`config.mk`:
```
export PLATFORM = sky130hd
export DESIGN_NAME = control_pipe_flat
export DESIGN_NICKNAME = d
export VERILOG_FILES = /design/src/rtl/control_pkg.sv /design/src/rtl/control_pipe_if.sv /design/src/rtl/control_decode.sv /design/src/rtl/control_pipe.sv /design/src/flat_wrapper.sv
export SDC_FILE = /design/constraint.sdc
export NUM_CORES = 1
export LEC_CHECK = 0
export CAP_MARGIN = 20
export CORE_ASPECT_RATIO = 0.75
export CORE_UTILIZATION = 30
export DETAILED_ROUTE_END_ITERATION = 7
export SYNTH_ARGS = -nofsm -noshare
export SYNTH_HDL_FRONTEND = slang
export SYNTH_SLANG_ARGS = --single-unit
```
`constraint.sdc`:
```
create_clock -name clk -period 3.45 [get_ports clk]
set_clock_uncertainty 0.05 [all_clocks]
set_input_delay 0.69 -clock clk [delete_from_list [all_inputs] [get_ports clk]]
set_output_delay 0.69 -clock clk [all_outputs]
set_load 0.03 [all_outputs]
```
`src/rtl/control_pkg.sv`:
```
// Shared constants, control-word layout and FSM state type for the
// control_pipe decode/issue stage.
package control_pkg;

    localparam logic [5:0] OP_RTYPE_OFS = 6'd0;
    localparam logic [5:0] OP_LOAD_OFS  = 6'd1;
    localparam logic [5:0] OP_STORE_OFS = 6'd2;

    localparam logic [5:0] FUNCT_ADD = 6'd32;
    localparam logic [5:0] FUNCT_SUB = 6'd34;
    localparam logic [5:0] FUNCT_AND = 6'd36;
    localparam logic [5:0] FUNCT_OR  = 6'd37;
    localparam logic [5:0] FUNCT_MUL = 6'd50;

    localparam logic [4:0] SHAMT_TAG = 5'd10;

    typedef enum logic [1:0] {
        ALU_ADD = 2'd0,
        ALU_SUB = 2'd1,
        ALU_AND = 2'd2,
        ALU_OR  = 2'd3
    } alu_op_e;

    // Upper part of Controle, MSB first; Rs/Rt/Rd follow below it.
    typedef struct packed {
        logic    rw;
        alu_op_e op;
        logic    off;
        logic    mux_in;
        logic    mux_out;
        logic    mux_wb;
        logic    wr;
        logic    mult;
    } ctrl_fields_t;

    localparam int CF_W = 9;

    typedef enum logic [1:0] {
        ST_RUN   = 2'd0,
        ST_LU    = 2'd1,
        ST_MBUSY = 2'd2
    } state_e;

    function automatic int ctrl_width(input int reg_bits);
        return CF_W + 3 * reg_bits;
    endfunction

    function automatic int fields_lsb(input int reg_bits);
        return 3 * reg_bits;
    endfunction

    function automatic ctrl_fields_t rtype_fields(input alu_op_e op, input logic mult);
        ctrl_fields_t f;
        f         = '0;
        f.rw      = 1'b1;
        f.op      = op;
        f.mux_out = ~mult;
        f.wr      = 1'b1;
        f.mult    = mult;
        return f;
    endfunction

    function automatic ctrl_fields_t mem_fields(input logic is_load);
        ctrl_fields_t f;
        f         = '0;
        f.rw      = is_load;
        f.op      = ALU_ADD;
        f.off     = 1'b1;
        f.mux_in  = 1'b1;
        f.mux_out = 1'b1;
        f.mux_wb  = 1'b1;
        f.wr      = is_load;
        f.mult    = 1'b0;
        return f;
    endfunction

endpackage

```
`src/rtl/control_pipe_if.sv`:
```
// Fetch-to-decode handshake: instruction in, stall back, registered control out.
interface control_pipe_if #(
    parameter int CTRL_W = 24
);
    logic [31:0]       Instrucao;
    logic              instr_valid;
    logic              stall;
    logic [CTRL_W-1:0] Controle;
    logic              ctrl_valid;
    logic              illegal;

    modport master (
        output Instrucao, instr_valid,
        input  stall, Controle, ctrl_valid, illegal
    );

    modport slave (
        input  Instrucao, instr_valid,
        output stall, Controle, ctrl_valid, illegal
    );
endinterface

```
`src/rtl/control_decode.sv`:
```
// Purely combinational instruction decoder: fields, load/mul tags and legality.
module control_decode
    import control_pkg::*;
#(
    parameter int GRUPO    = 4,
    parameter int REG_BITS = 5
) (
    input  logic [31:0]         instr,
    output ctrl_fields_t        fields,
    output logic [REG_BITS-1:0] rs,
    output logic [REG_BITS-1:0] rt,
    output logic [REG_BITS-1:0] rd,
    output logic                is_load,
    output logic                is_mul,
    output logic                illegal
);
    logic [5:0] opcode_s;
    logic [5:0] base_s;

    assign opcode_s = instr[31:26];
    assign base_s   = 6'(GRUPO);

    // Opcode/funct decode; anything not matched stays illegal with zero fields.
    always_comb begin
        fields  = '0;
        rd      = '0;
        is_load = 1'b0;
        is_mul  = 1'b0;
        illegal = 1'b1;
        rs      = REG_BITS'(instr[25:21]);
        rt      = REG_BITS'(instr[20:16]);
        if (opcode_s == base_s + OP_LOAD_OFS) begin
            fields  = mem_fields(1'b1);
            rd      = REG_BITS'(instr[20:16]);
            is_load = 1'b1;
            illegal = 1'b0;
        end else if (opcode_s == base_s + OP_STORE_OFS) begin
            fields  = mem_fields(1'b0);
            illegal = 1'b0;
        end else if ((opcode_s == base_s + OP_RTYPE_OFS) && (instr[10:6] == SHAMT_TAG)) begin
            rd      = REG_BITS'(instr[15:11]);
            illegal = 1'b0;
            case (instr[5:0])
                FUNCT_ADD: fields = rtype_fields(ALU_ADD, 1'b0);
                FUNCT_SUB: fields = rtype_fields(ALU_SUB, 1'b0);
                FUNCT_AND: fields = rtype_fields(ALU_AND, 1'b0);
                FUNCT_OR:  fields = rtype_fields(ALU_OR, 1'b0);
                FUNCT_MUL: begin
                    fields = rtype_fields(ALU_ADD, 1'b1);
                    is_mul = 1'b1;
                end
                default: begin
                    rd      = '0;
                    illegal = 1'b1;
                end
            endcase
        end else begin
            illegal = 1'b1;
        end
    end
endmodule

```
`src/rtl/control_pipe.sv`:
```
// Registered instruction-control stage: decode plus load-use interlock,
// multiplier busy window and illegal-instruction flagging.
module control_pipe
    import control_pkg::*;
#(
    parameter int GRUPO    = 4,
    parameter int MUL_LAT  = 3,
    parameter int REG_BITS = 5,
    parameter int CTRL_W   = 9 + 3 * REG_BITS
) (
    input  logic           clk,
    input  logic           rst_n,
    control_pipe_if.slave  bus
);
    localparam int MCNT_W = (MUL_LAT > 1) ? $clog2(MUL_LAT) : 1;
    localparam logic [MCNT_W-1:0] MCNT_LOAD = MCNT_W'(MUL_LAT - 1);
    localparam bit HAS_WINDOW = (MUL_LAT > 1) ? 1'b1 : 1'b0;

    state_e              state_r, state_s;
    logic [MCNT_W-1:0]   mcnt_r, mcnt_s;
    logic                ld_vld_r;
    logic [REG_BITS-1:0] ld_rd_r;
    logic [CTRL_W-1:0]   ctrl_r;
    logic                ctrl_valid_r;
    logic                illegal_r;

    ctrl_fields_t        dec_fields_s;
    logic [REG_BITS-1:0] dec_rs_s, dec_rt_s, dec_rd_s;
    logic                dec_is_load_s, dec_is_mul_s, dec_illegal_s;
    logic                hazard_s, busy_s, issue_s, flag_illegal_s, stall_s;

    control_decode #(.GRUPO(GRUPO), .REG_BITS(REG_BITS)) u_decode (
        .instr   (bus.Instrucao),
        .fields  (dec_fields_s),
        .rs      (dec_rs_s),
        .rt      (dec_rt_s),
        .rd      (dec_rd_s),
        .is_load (dec_is_load_s),
        .is_mul  (dec_is_mul_s),
        .illegal (dec_illegal_s)
    );

    // Stall/issue decisions; illegal instructions are consumed without stalling.
    always_comb begin
        hazard_s = 1'b0;
        busy_s   = 1'b0;
        if (bus.instr_valid && !dec_illegal_s) begin
            busy_s   = (state_r == ST_MBUSY);
            hazard_s = (state_r == ST_RUN) && ld_vld_r &&
                       ((dec_rs_s == ld_rd_r) || (dec_rt_s == ld_rd_r));
        end else begin
            busy_s   = 1'b0;
            hazard_s = 1'b0;
        end
        issue_s        = bus.instr_valid && !dec_illegal_s && !busy_s && !hazard_s;
        flag_illegal_s = bus.instr_valid && dec_illegal_s;
        stall_s        = rst_n && (busy_s || hazard_s);
    end

    // Next state and multiplier countdown.
    always_comb begin
        state_s = state_r;
        mcnt_s  = mcnt_r;
        case (state_r)
            ST_RUN, ST_LU: begin
                if (hazard_s) begin
                    state_s = ST_LU;
                end else if (issue_s && dec_is_mul_s && HAS_WINDOW) begin
                    state_s = ST_MBUSY;
                    mcnt_s  = MCNT_LOAD;
                end else begin
                    state_s = ST_RUN;
                end
            end
            ST_MBUSY: begin
                if (mcnt_r <= MCNT_W'(1)) begin
                    state_s = ST_RUN;
                    mcnt_s  = '0;
                end else begin
                    mcnt_s  = mcnt_r - MCNT_W'(1);
                end
            end
            default: begin
                state_s = ST_RUN;
                mcnt_s  = '0;
            end
        endcase
    end

    // State, load tracking and output registers; a bubble clears load tracking.
    always_ff @(posedge clk) begin
        if (!rst_n) begin
            state_r      <= ST_RUN;
            mcnt_r       <= '0;
            ld_vld_r     <= 1'b0;
            ld_rd_r      <= '0;
            ctrl_r       <= '0;
            ctrl_valid_r <= 1'b0;
            illegal_r    <= 1'b0;
        end else begin
            state_r      <= state_s;
            mcnt_r       <= mcnt_s;
            ld_vld_r     <= issue_s && dec_is_load_s && (dec_rd_s != '0);
            ld_rd_r      <= dec_rd_s;
            ctrl_valid_r <= issue_s;
            illegal_r    <= flag_illegal_s;
            ctrl_r       <= issue_s ? CTRL_W'({dec_fields_s, dec_rs_s, dec_rt_s, dec_rd_s})
                                    : '0;
        end
    end

    assign bus.stall      = stall_s;
    assign bus.Controle   = ctrl_r;
    assign bus.ctrl_valid = ctrl_valid_r;
    assign bus.illegal    = illegal_r;
endmodule

```
`src/flat_wrapper.sv`:
```
// flat-port wrapper written by rule: the top's interface ports become plain ports
module control_pipe_flat import control_pkg::*;
#(
    parameter int GRUPO    = 4,
    parameter int MUL_LAT  = 3,
    parameter int REG_BITS = 5,
    parameter int CTRL_W   = 9 + 3 * REG_BITS
)
  (clk, rst_n, bus_Instrucao, bus_instr_valid, bus_stall, bus_Controle, bus_ctrl_valid, bus_illegal);
  control_pipe_if #(.CTRL_W(CTRL_W)) bus_i ();
  input  logic clk;
  input  logic rst_n;
  input wire logic [$bits(bus_i.Instrucao)-1:0] bus_Instrucao;
  input wire logic [$bits(bus_i.instr_valid)-1:0] bus_instr_valid;
  output wire logic [$bits(bus_i.stall)-1:0] bus_stall;
  output wire logic [$bits(bus_i.Controle)-1:0] bus_Controle;
  output wire logic [$bits(bus_i.ctrl_valid)-1:0] bus_ctrl_valid;
  output wire logic [$bits(bus_i.illegal)-1:0] bus_illegal;
  assign bus_i.Instrucao = bus_Instrucao;
  assign bus_i.instr_valid = bus_instr_valid;
  assign bus_stall = bus_i.stall;
  assign bus_Controle = bus_i.Controle;
  assign bus_ctrl_valid = bus_i.ctrl_valid;
  assign bus_illegal = bus_i.illegal;
  control_pipe #(.GRUPO(GRUPO), .MUL_LAT(MUL_LAT), .REG_BITS(REG_BITS), .CTRL_W(CTRL_W)) u_core (.clk(clk), .rst_n(rst_n), .bus(bus_i));
endmodule
```
## Yosys cells after proc, flatten, opt, wreduce, memory -nomap -nowiden

Index checks and enable logic that the tools add are counted.

- Add/sub/neg operators: 1
- $lt $le $gt $ge: 1
- Eq/ne operators: 16
- Muxes and demuxes: 27
- Bitwise operators: 3
- Reduce and logical (&&, ||, !) cells: 23

Operator list:

| operator | count |
|---|---|
| one-hot mux 9 bit (5 select lines) | 1 |
| == test 6 bit, second input constant | 5 |
| 2-to-1 mux 9 bit | 3 |
| 2-to-1 mux 5 bit | 4 |
| == test 6 x 3 -> 1 bit, second input constant | 3 |
| 2-to-1 mux 2 bit | 6 |
| logical AND 1 bit | 11 |
| 2-to-1 mux 1 bit | 11 |
| == test 5 bit | 2 |
| OR reduction 5 bit | 2 |
| one-hot mux 2 bit (2 select lines) | 2 |
| == test 5 x 4 -> 1 bit, second input constant | 1 |
| nonzero test 5 bit | 1 |
| != test 2 bit, second input constant | 2 |
| AND reduction 2 bit | 2 |
| logical NOT 1 bit | 3 |
| NOT 1 bit | 3 |
| == test 2 x 1 -> 1 bit, second input constant | 1 |
| == test 2 bit, second input constant | 1 |
| less-or-equal comparator 2 x 1 -> 1 bit, second input constant | 1 |
| logical NOT 2 bit | 1 |
| logical OR 1 bit | 2 |
| != test 2 x 1 -> 1 bit, second input constant | 1 |
| OR reduction 2 bit | 1 |
| subtractor 2 x 1 -> 2 bit, second input constant | 1 |

- Register bits after elaboration: 36
- Input port bits: 35
- Output and inout port bits: 27
- Logic and storage cells: 79

## Logic depth before layout (Yosys ltp)

Gate-level depths: netlist of run 1.

- Depth after elaboration: 16
- Mapped depth: 6
- Mapped depth without buffers: 5

## Hierarchy

A second synthesis of run 1 with hierarchy kept.

- Cells, all modules: 196
- Area, all modules: 1660.3 µm²

By module, submodules not included:

| module | instances | cells each | area each (µm²) | seq. area each (µm²) |
|---|---|---|---|---|
| control_pipe | 1 | 136 | 1273.7 | 720.7 |
| control_decode | 1 | 60 | 386.6 | 0.0 |

## Least setup slack after synthesis of run 1

No wires, ideal clock.

- Kind: input-to-output
- Start: in bus_Instrucao[3]
- End: out bus_stall
- Data arrival time: 1.796 ns
- Required time: 2.710 ns
- Setup slack: 0.914 ns
- Stages on the path: 5
- Path buffers: 0
- Path through: nor4b_4 o2111ai_2 nor2_4 o21bai_4 and2b_2

- Longest elaborated chain between the ends: 11
- Elaborated cells on any way between the ends: 16
- Classes of those cells: 5 x eq/ne; 6 x mux; 5 x reduce/logical

Ends and longest elaborated chain:

| what | RTL line | source |
|---|---|---|
| from (decl) | flat_wrapper.sv:13 | `input wire logic [$bits(bus_i.Instrucao)-1:0] bus_Instrucao;` |
| == test 6 bit | control_decode.sv:43 | `case (instr[5:0])` |
| OR reduction 5 bit (no source line) (*) | -- |  |
| 2-to-1 mux 1 bit (*) | control_decode.sv:43 |  |
| 2-to-1 mux 1 bit (*) | control_decode.sv:40 | `end else if ((opcode_s == base_s + OP_RTYPE_OFS) && (instr[10:6] == SHAMT_TAG)) begin` |
| 2-to-1 mux 1 bit (*) | control_decode.sv:37 | `end else if (opcode_s == base_s + OP_STORE_OFS) begin` |
| 2-to-1 mux 1 bit (*) | control_decode.sv:32 | `if (opcode_s == base_s + OP_LOAD_OFS) begin` |
| logical NOT 1 bit (*) | control_pipe.sv:47 | `if (bus.instr_valid && !dec_illegal_s) begin` |
| logical AND 1 bit (*) | control_pipe.sv:47 |  |
| 2-to-1 mux 1 bit | control_pipe.sv:47 |  |
| logical OR 1 bit (*) | control_pipe.sv:57 | `stall_s = rst_n && (busy_s \|\| hazard_s);` |
| logical AND 1 bit (*) | control_pipe.sv:57 |  |
| to (decl) | flat_wrapper.sv:15 | `output wire logic [$bits(bus_i.stall)-1:0] bus_stall;` |

Every way passes the cells marked *; elsewhere a longest branch is shown, timed or not.

## Worst setup path after layout of run 1

- Start: in bus_Instrucao[2]
- End: out bus_stall

Same word-level chain as after synthesis.

==> results.py, run 1 <==
metrics = {
    "logic_synthesis": {
        "ys_seq_area_share_pct": 44.30,
        "yosys_warnings": 0,
        "synth_area_um2": 1491,
        "syn_inst": 143,
        "synth_area_leaders": "dfxtp_1 (44%), nor3_2 (13%), inv_1 (3.8%)",
        "yosys.area.top_type_share_pct": 44.30,
        "avgSynthCellArea_um2": 10.43,
        "synth_area_leader_cell": "dfxtp_1",
        "synth-seq-cells": 33,
        "syn_nets": 178,
        "synth_cell_types": 39,
    },
    "drt": {
        "drcViolationCount": 0,
        "initialDrtViolationCount": 40,
        "first_pass_iters": 4,
        "dr_total_vias": 1218,
        "wl_per_cell_um": 13.18,
        "wl_mm": 3.467,
        "ant_nets": 0,
        "viasPerCell": 4.631,
    },
    "power_and_ir_drop": {
        "p_per_area_nw_per_um2": 373.9,
        "power_w": 0.0008387,
        "peakVddDrop_v": 0.0002055,
        "power.leakage_nw": 0.7813,
    },
    "floorplanning": {
        "die_area_um2": 5260,
        "num_rows": 21,
        "dieWidth_um": 83.42,
        "die_h_um": 63.06,
        "coreArea_um2": 4624,
        "initial_core_util_pct": 32.25,
        "ios": 62,
    },
    "setup_path": {
        "path_max_fanout": 8,
        "crit_type": "primary input to output port",
        "crit_path_start_kind": "primary input",
        "critical_path_arrival_ns": 2.43,
        "end_kind": "output port",
        "crit_required_ns": 2.71,
    },
    "grt": {
        "grt_pass1_wl_mm": 6.085,
        "gr-total-overflow": 0,
        "grt_pass1_vias": 1321,
        "antenna_found_initial": 0,
        "grt_max_degree": 25,
        "track_usage_pct": 14.72,
    },
    "worst_hold_path": {
        "hold_path_class": "register to register",
    },
    "finish": {
        "syn2layout_area_growth_pct": 50.42,
        "nNetsFinal": 240,
        "drive_gt1_share_pct": 19.42,
        "n_antenna_cell": 0,
        "final_cell_mix": "clkdlybuf4s50_1 (60), dfxtp_1 (33), nor3_2 (19)",
        "final_common_cell": "clkdlybuf4s50_1",
    },
    "sta": {
        "fmax_mhz": 315.8,
        "hold_violations": 0,
        "slew_viol_final": 0,
        "post-route-min-period_ns": 3.167,
        "finalSetupTns_ns": 0,
        "tightest_slew_ns": 0.3738,
        "finalSetupViolCount": 0,
        "period_share_pct": 91.79,
        "rsz0062_at_grt": "no",
        "slew_headroom_pct": 75.08,
    },
    "clock_network": {
        "postCtsResizedCells": 0,
        "hold_buffers": 0,
        "postCtsSetupBuffers": 0,
        "cts_num_sinks": 33,
        "cts_inserted_buffers": 5,
        "clk_pin_slew_worst_paths_ns": 0.06,
        "cts_buffer_depth": 2,
        "htreeDepth": 2,
        "cts_tree": "built",
        "clk_latency_ns": 0.29,
        "clock-root-buffer": "clkbuf_8",
    },
    "outcome": {
        "status": "complete, no violations",
    },
    "placed_design": {
        "post-dp-hpwl_mm": 2.700,
        "gp_congestion": 0.7523,
        "numPortBuffers": 61,
    },
    "run": {
        "drv_cap": 0,
    },
}
[worst paths after layout]
path / start / end / slack (ns) / cells after the start
worst max-delay path: bus_Instrucao[2] / bus_stall / 0.28 / 7
worst min-delay path: u_core.mcnt_r[1] / u_core.mcnt_r[1] / 0.44 / 2
worst max register to register: u_core.ld_rd_r[3] / u_core.mcnt_r[0] / 1.67 / 6
worst min register to register: u_core.mcnt_r[1] / u_core.mcnt_r[1] / 0.44 / 2
[cells in the mapped netlist, drive strengths merged]
| cell type | count |
|---|---|
| nand2b | 1 |
| xnor2 | 6 |
| a31oi | 1 |
| nor3b | 3 |
| inv | 15 |
| xor2 | 5 |
| o21bai | 1 |
| a22oi | 5 |
| and2 | 1 |
| a21oi | 1 |
| mux2i | 1 |
| a2111oi | 1 |
| and4b | 1 |
| o311a | 1 |
| and4bb | 1 |
| or3 | 1 |
| o21ai | 6 |
| nand3 | 3 |
| buf | 8 |
| o221ai | 1 |
| nand4b | 1 |
| nor2 | 4 |
| o2111ai | 1 |
| nor4b | 3 |
| nand4 | 2 |
| and2b | 2 |
| nor4 | 1 |
| dfxtp | 33 |
| nor3 | 22 |
| nor2b | 6 |
| nand2 | 5 |
[critical path, cell delays in order]
cell and delay (ns):
clkdlybuf4s50_1 0.53, mux2i_1 0.30, o2111ai_2 0.21, nor2_4 0.28
o21bai_4 0.08, and2b_2 0.20, buf_4 0.15
[stage by stage]
stage	area, µm²	utilization (%)	setup slack, ns	hold slack (ns)	instances
finish	2243	48.51	0.2834	0.4421	263
global route	2243	48.51	0.1742	0.4750	263
CTS	2243	48.51	0.2764	0.4481	263
detailed placement	2127	46.00	0.2778	0.4388	255
global placement	2127	46.00	0.3306	0.4134	255
floorplan	1491	-	0.9140	0.4008	143
[layer usage]
| metal | track usage [%] | share of wire (%) |
|---|---|---|
| met3 | 5.505 | 6.8 |
| met2 | 24.39 | 46 |
| met4 | 5.720 | 1.3 |
| met1 | 17.39 | 46 |
| met5 | 0 | 0 |
[report_power, final]
group,switching [W],total [W],internal (W)
clock network,0.000142,0.000377,0.000235
logic,0.0000305,0.0000786,0.0000481
registers,0.000000466,0.000383,0.000382
total,0.000173,0.000839,0.000666
[layout make-up]
| cell class | count | area, µm² |
|---|---|---|
| tap | 57 | 71.32 |
| clock inverter | 1 | 30.03 |
| timing repair buffer | 63 | 623.1 |
| inverter | 15 | 56.30 |
| fill | 429 | 2381 |
| clock buffer | 7 | 86.33 |
| multi-input combinational | 87 | 715.7 |
| sequential | 33 | 660.6 |
[flip-flops by register name (all words and copies together) (netlist names)]
signal and flops:
u_core.ld_rd_r 5, u_core.ld_vld_r 1, u_core.mcnt_r 2, u_core.bus.ctrl_valid 1, u_core.bus.Controle 21, u_core.bus.illegal 1, u_core.state_r 2
[cell families after synthesis]
logic type      after synthesis  synth area share [%]
compound gates               18                 10.23
xor+xnor                     11                 6.460
buf+inv                      23                 7.717
flops                        33                 44.30
mux                           1                0.6712
simple gates                 57                 30.62
Power figures use the tool's default switching activity.
==> inputs of run 2 (changes only) <==
--- a/config.mk
+++ b/config.mk
@@ -7,8 +7,9 @@
 export LEC_CHECK = 0
 export CAP_MARGIN = 20
 export CORE_ASPECT_RATIO = 0.75
-export CORE_UTILIZATION = 30
+export CORE_UTILIZATION = 45
 export DETAILED_ROUTE_END_ITERATION = 7
+export PLACE_DENSITY = 0.84
 export SYNTH_ARGS = -nofsm -noshare
 export SYNTH_HDL_FRONTEND = slang
 export SYNTH_SLANG_ARGS = --single-unit
==> results.py, run 2 (synthesized netlist as in run 1, its figures left out) <==
metrics = {
    "power_and_ir_drop": {
        "power_w": 0.0008427,
        "power.leakage_nw": 0.7802,
        "peakVddDrop_v": 0.0002878,
        "p_per_area_nw_per_um2": 379.0,
    },
    "finish": {
        "nNetsFinal": 240,
        "final_cell_mix": "clkdlybuf4s50_1 (60), dfxtp_1 (33), nor3_2 (19)",
        "n_antenna_cell": 0,
        "drive_gt1_share_pct": 19.90,
        "final_common_cell": "clkdlybuf4s50_1",
        "syn2layout_area_growth_pct": 49.08,
        "stdcell_area_um2": 2223,
        "largest_register_ffs": 21,
        "final_util_pct": 73.10,
        "regArea_um2": 660.6,
        "multi_input_area_um2": 715.7,
        "fillers": 214,
    },
    "floorplanning": {
        "initial_core_util_pct": 49.03,
        "dieWidth_um": 68.48,
        "ios": 62,
        "num_rows": 17,
        "coreArea_um2": 3042,
        "die_h_um": 51.86,
        "die_area_um2": 3551,
    },
    "drt": {
        "route.met2.wl_mm": 1.826,
        "highest_layer": "met4",
        "viasPerCell": 5.180,
        "dr_wl_met3_um": 184,
        "drcViolationCount": 0,
        "initialDrtViolationCount": 70,
        "ant_nets": 0,
        "wl_mm": 3.548,
        "wl_per_cell_um": 14.54,
        "dr_total_vias": 1264,
        "first_pass_iters": 5,
        "m1WireLength_mm": 1.486,
    },
    "setup_path": {
        "end_kind": "output port",
        "critical_path_arrival_ns": 2.44,
        "cpMaxStageDelayCell": "clkdlybuf4s50_1",
        "crit_chain": "clkdlybuf4s50_1 > nor4b_4 > o2111ai_2 > nor2_4 > o21bai_4 > and2b_2 > buf_4",
        "crit_type": "primary input to output port",
        "crit_required_ns": 2.71,
        "reg2regPathDepth": 6,
        "path_max_fanout": 8,
        "crit_path_start_kind": "primary input",
        "critPathMaxStageDelay_ns": 0.50,
    },
    "clock_network": {
        "postCtsSetupBuffers": 0,
        "clk_latency_ns": 0.29,
        "cts_inserted_buffers": 5,
        "clock-root-buffer": "clkbuf_8",
        "cts_tree": "built",
        "clk_pin_slew_worst_paths_ns": 0.06,
        "hold_buffers": 0,
        "cts_buffer_depth": 2,
        "postCtsResizedCells": 0,
        "htreeDepth": 2,
        "cts_num_sinks": 33,
    },
    "sta": {
        "worst_hold_slack_ns": 0.4463,
        "tightest_slew_ns": 0.3927,
        "slew_headroom_pct": 73.72,
        "rsz0062_at_grt": "no",
        "period_share_pct": 92.26,
        "slew_viol_final": 0,
        "post-route-min-period_ns": 3.183,
        "finalSetupViolCount": 0,
        "hold_violations": 0,
        "finalSetupTns_ns": 0,
        "fmax_mhz": 314.2,
    },
    "grt": {
        "track_usage_pct": 23.47,
        "grt_pass1_wl_mm": 5.844,
        "grt_pass1_vias": 1259,
        "grt_max_degree": 25,
        "antenna_found_initial": 0,
        "gr-total-overflow": 0,
    },
    "placed_design": {
        "placed_area_um2": 2103,
        "post-dp-hpwl_mm": 2.732,
        "gp_congestion": 0.8782,
        "numPortBuffers": 61,
    },
    "run": {
        "drv_cap": 0,
    },
    "worst_hold_path": {
        "min_path_cells": 2,
        "hold_path_class": "register to register",
    },
    "outcome": {
        "status": "complete, no violations",
    },
}
-- run 2: changes by cell type in the layout (fill, tap and decap cells not counted) --
cell,change
clkinvlp_4,+1
clkbuf_1,-1
-- run 2: per-stage QoR --
step | cells | setup WS (ns)
floorplan | 143 | 0.9140
global placement | 236 | 0.3435
detailed placement | 236 | 0.2953
CTS | 244 | 0.2835
global route | 244 | 0.1695
finish | 244 | 0.2670
-- run 2: per-layer routing --
layer  vias to the layer above  GRT usage, %
met3                         6         7.456
met4                         0         9.722
met5                         -             0
met1                       607         26.88
li1                        614             -
met2                        37         39.87
-- run 2: area by class of cell --
cell class	instances	area share [%]
Timing Repair Buffer	63	28.02
Clock buffer	6	3.714
Multi-Input combinational cell	87	32.19
Tap cell	38	2.138
Sequential cell	33	29.71
Clock inverter	2	1.688
Inverter	15	2.532
-- run 2: power breakdown --
group	internal (W)	switching, W
Sequential	0.000382	0.000000432
Combinational	0.0000481	0.0000314
Clock	0.000235	0.000146
-- run 2: worst max-delay path: cells and delay by family --
| kind | cells | cell delay [ns] |
|---|---|---|
| simple gates | 3 | 0.80 |
| buf+inv | 2 | 0.65 |
| compound gates | 2 | 0.30 |
-- run 2: worst paths after layout --
kind,slack [ns],from,end
worst max-delay path,0.27,bus_Instrucao[26],bus_stall
worst min-delay path,0.45,u_core.mcnt_r[1],u_core.mcnt_r[1]
worst max register to register,1.68,u_core.ld_rd_r[1],u_core.mcnt_r[0]
worst min register to register,0.45,u_core.mcnt_r[1],u_core.mcnt_r[1]
==> inputs of run 3 (changes only) <==
--- a/config.mk
+++ b/config.mk
@@ -6,7 +6,7 @@
 export NUM_CORES = 1
 export LEC_CHECK = 0
 export CAP_MARGIN = 20
-export CORE_ASPECT_RATIO = 0.75
+export CORE_ASPECT_RATIO = 1.4
 export CORE_UTILIZATION = 45
 export DETAILED_ROUTE_END_ITERATION = 7
 export PLACE_DENSITY = 0.84
==> results.py, run 3 (synthesized netlist as in run 1, its figures left out) <==
metrics = {
    "sta": {
        "worst_hold_slack_ns": 0.4432,
        "rsz0062_at_grt": "no",
        "slew_viol_final": 0,
        "tightest_slew_ns": 0.3793,
        "finalSetupTns_ns": 0,
        "hold_violations": 0,
        "period_share_pct": 91.77,
        "post-route-min-period_ns": 3.166,
        "finalSetupViolCount": 0,
        "slew_headroom_pct": 74.45,
        "fmax_mhz": 315.9,
    },
    "grt": {
        "gr-total-overflow": 0,
        "track_usage_pct": 21.66,
        "grt_max_degree": 25,
        "grt_pass1_vias": 1303,
        "antenna_found_initial": 0,
        "grt_pass1_wl_mm": 5.692,
    },
    "clock_network": {
        "clk_latency_ns": 0.29,
        "htreeDepth": 2,
        "cts_num_sinks": 33,
        "cts_inserted_buffers": 5,
        "cts_buffer_depth": 2,
        "postCtsSetupBuffers": 0,
        "hold_buffers": 0,
        "cts_tree": "built",
        "clk_pin_slew_worst_paths_ns": 0.07,
        "postCtsResizedCells": 0,
        "clock-root-buffer": "clkbuf_8",
    },
    "placed_design": {
        "post-dp-hpwl_mm": 2.735,
        "placed_cells": 237,
        "numPortBuffers": 61,
        "gp_congestion": 0.8338,
    },
    "floorplanning": {
        "die_h_um": 70.12,
        "dieWidth_um": 50.66,
        "ios": 62,
        "initial_core_util_pct": 47.76,
        "num_rows": 24,
        "die_area_um2": 3552,
        "coreArea_um2": 3123,
    },
    "finish": {
        "largest_register_ffs": 21,
        "n_antenna_cell": 0,
        "stdcell_count": 245,
        "final_common_cell": "clkdlybuf4s50_1",
        "nNetsFinal": 240,
        "syn2layout_area_growth_pct": 46.64,
        "final_cell_mix": "clkdlybuf4s50_1 (60), dfxtp_1 (33), nor3_2 (19)",
        "drive_gt1_share_pct": 19.42,
        "final_util_pct": 70.03,
    },
    "drt": {
        "first_pass_iters": 4,
        "dr_total_vias": 1255,
        "drcViolationCount": 0,
        "wl_per_cell_um": 14.40,
        "wl_mm": 3.529,
        "viasPerCell": 5.122,
        "initialDrtViolationCount": 48,
        "ant_nets": 0,
    },
    "outcome": {
        "status": "complete, no violations",
    },
    "power_and_ir_drop": {
        "p_per_area_nw_per_um2": 338.0,
        "power.internal_w": 0.0005699,
        "power.leakage_nw": 0.7677,
        "power_frac_comb_pct": 10.7,
        "switching_share_pct": 22.90,
        "p_sw_w": 0.0001693,
        "peakVddDrop_v": 0.0003734,
        "power_w": 0.0007392,
        "seq_power_share_pct": 51.8,
        "p_clk_share_pct": 37.5,
    },
    "setup_path": {
        "critPathMaxStageDelay_ns": 0.49,
        "critical_path.top_delay_family": "simple AND/OR/NAND/NOR gates",
        "crit_required_ns": 2.71,
        "crit_path_start_kind": "primary input",
        "end_kind": "output port",
        "cp_num_buf_inv": 2,
        "path_max_fanout": 8,
        "cpMaxStageDelayCell": "clkdlybuf4s50_1",
        "critical_path_arrival_ns": 2.43,
        "crit_chain": "clkdlybuf4s50_1 > nor4b_4 > o2111ai_2 > nor2_4 > o21bai_4 > and2b_2 > buf_4",
        "crit_type": "primary input to output port",
    },
    "run": {
        "drv_cap": 0,
    },
    "worst_hold_path": {
        "hold_path_class": "register to register",
    },
}
## run 3: final timing paths
check | from | endpoint | slack, ns | cells past startpoint
hold / removal | u_core.mcnt_r[1] | u_core.mcnt_r[1] | 0.44 | 2
setup reg to reg | u_core.ld_rd_r[3] | u_core.mcnt_r[0] | 1.68 | 6
setup / recovery | bus_Instrucao[26] | bus_stall | 0.28 | 7
hold reg to reg | u_core.mcnt_r[1] | u_core.mcnt_r[1] | 0.44 | 2
## run 3: layer usage
metal  GRT usage [%]  up-vias  share of wire, %
met5               0        -                 0
met4           9.568        0               1.6
met3           6.318        5               5.7
met2           40.89       56                57
met1           20.68      575                36
li1                -      619                 -
## run 3: layout make-up
cell class | instances | area, µm²
inverter | 15 | 56.30
timing repair buffer | 63 | 623.1
fill | 260 | 935.9
tap | 39 | 48.80
multi-input combinational | 87 | 715.7
clock buffer | 6 | 72.57
sequential | 33 | 660.6
clock inverter | 2 | 10.01
## run 3: through the flow
step | instance area [µm²] | setup WS [ns]
2_1_floorplan | 1491 | 0.9140
3_3_place_gp | 2105 | 0.3587
3_5_place_dp | 2105 | 0.2919
4_1_cts | 2187 | 0.2793
5_1_grt | 2187 | 0.1976
6_report | 2187 | 0.2841
## run 3: worst reg2reg max path, stage by stage, from the launching register on
cell and delay [ns]:
dfxtp_1 0.33, xor2_1 0.16, nor4_1 0.30, nand3_1 0.15
o221ai_2 0.11, buf_4 0.39, o311a_1 0.22
## run 3: power groups by stage
stage	sequential (W)	combinational, W	clock, W
detailed placement	0.000391	0.0000788	0
floorplan	0.000394	0.0000239	0
global placement	0.000391	0.0000769	0
global route	0.000382	0.0000845	0.000301
CTS	0.000383	0.0000791	0.000282
finish	0.000383	0.0000791	0.000277
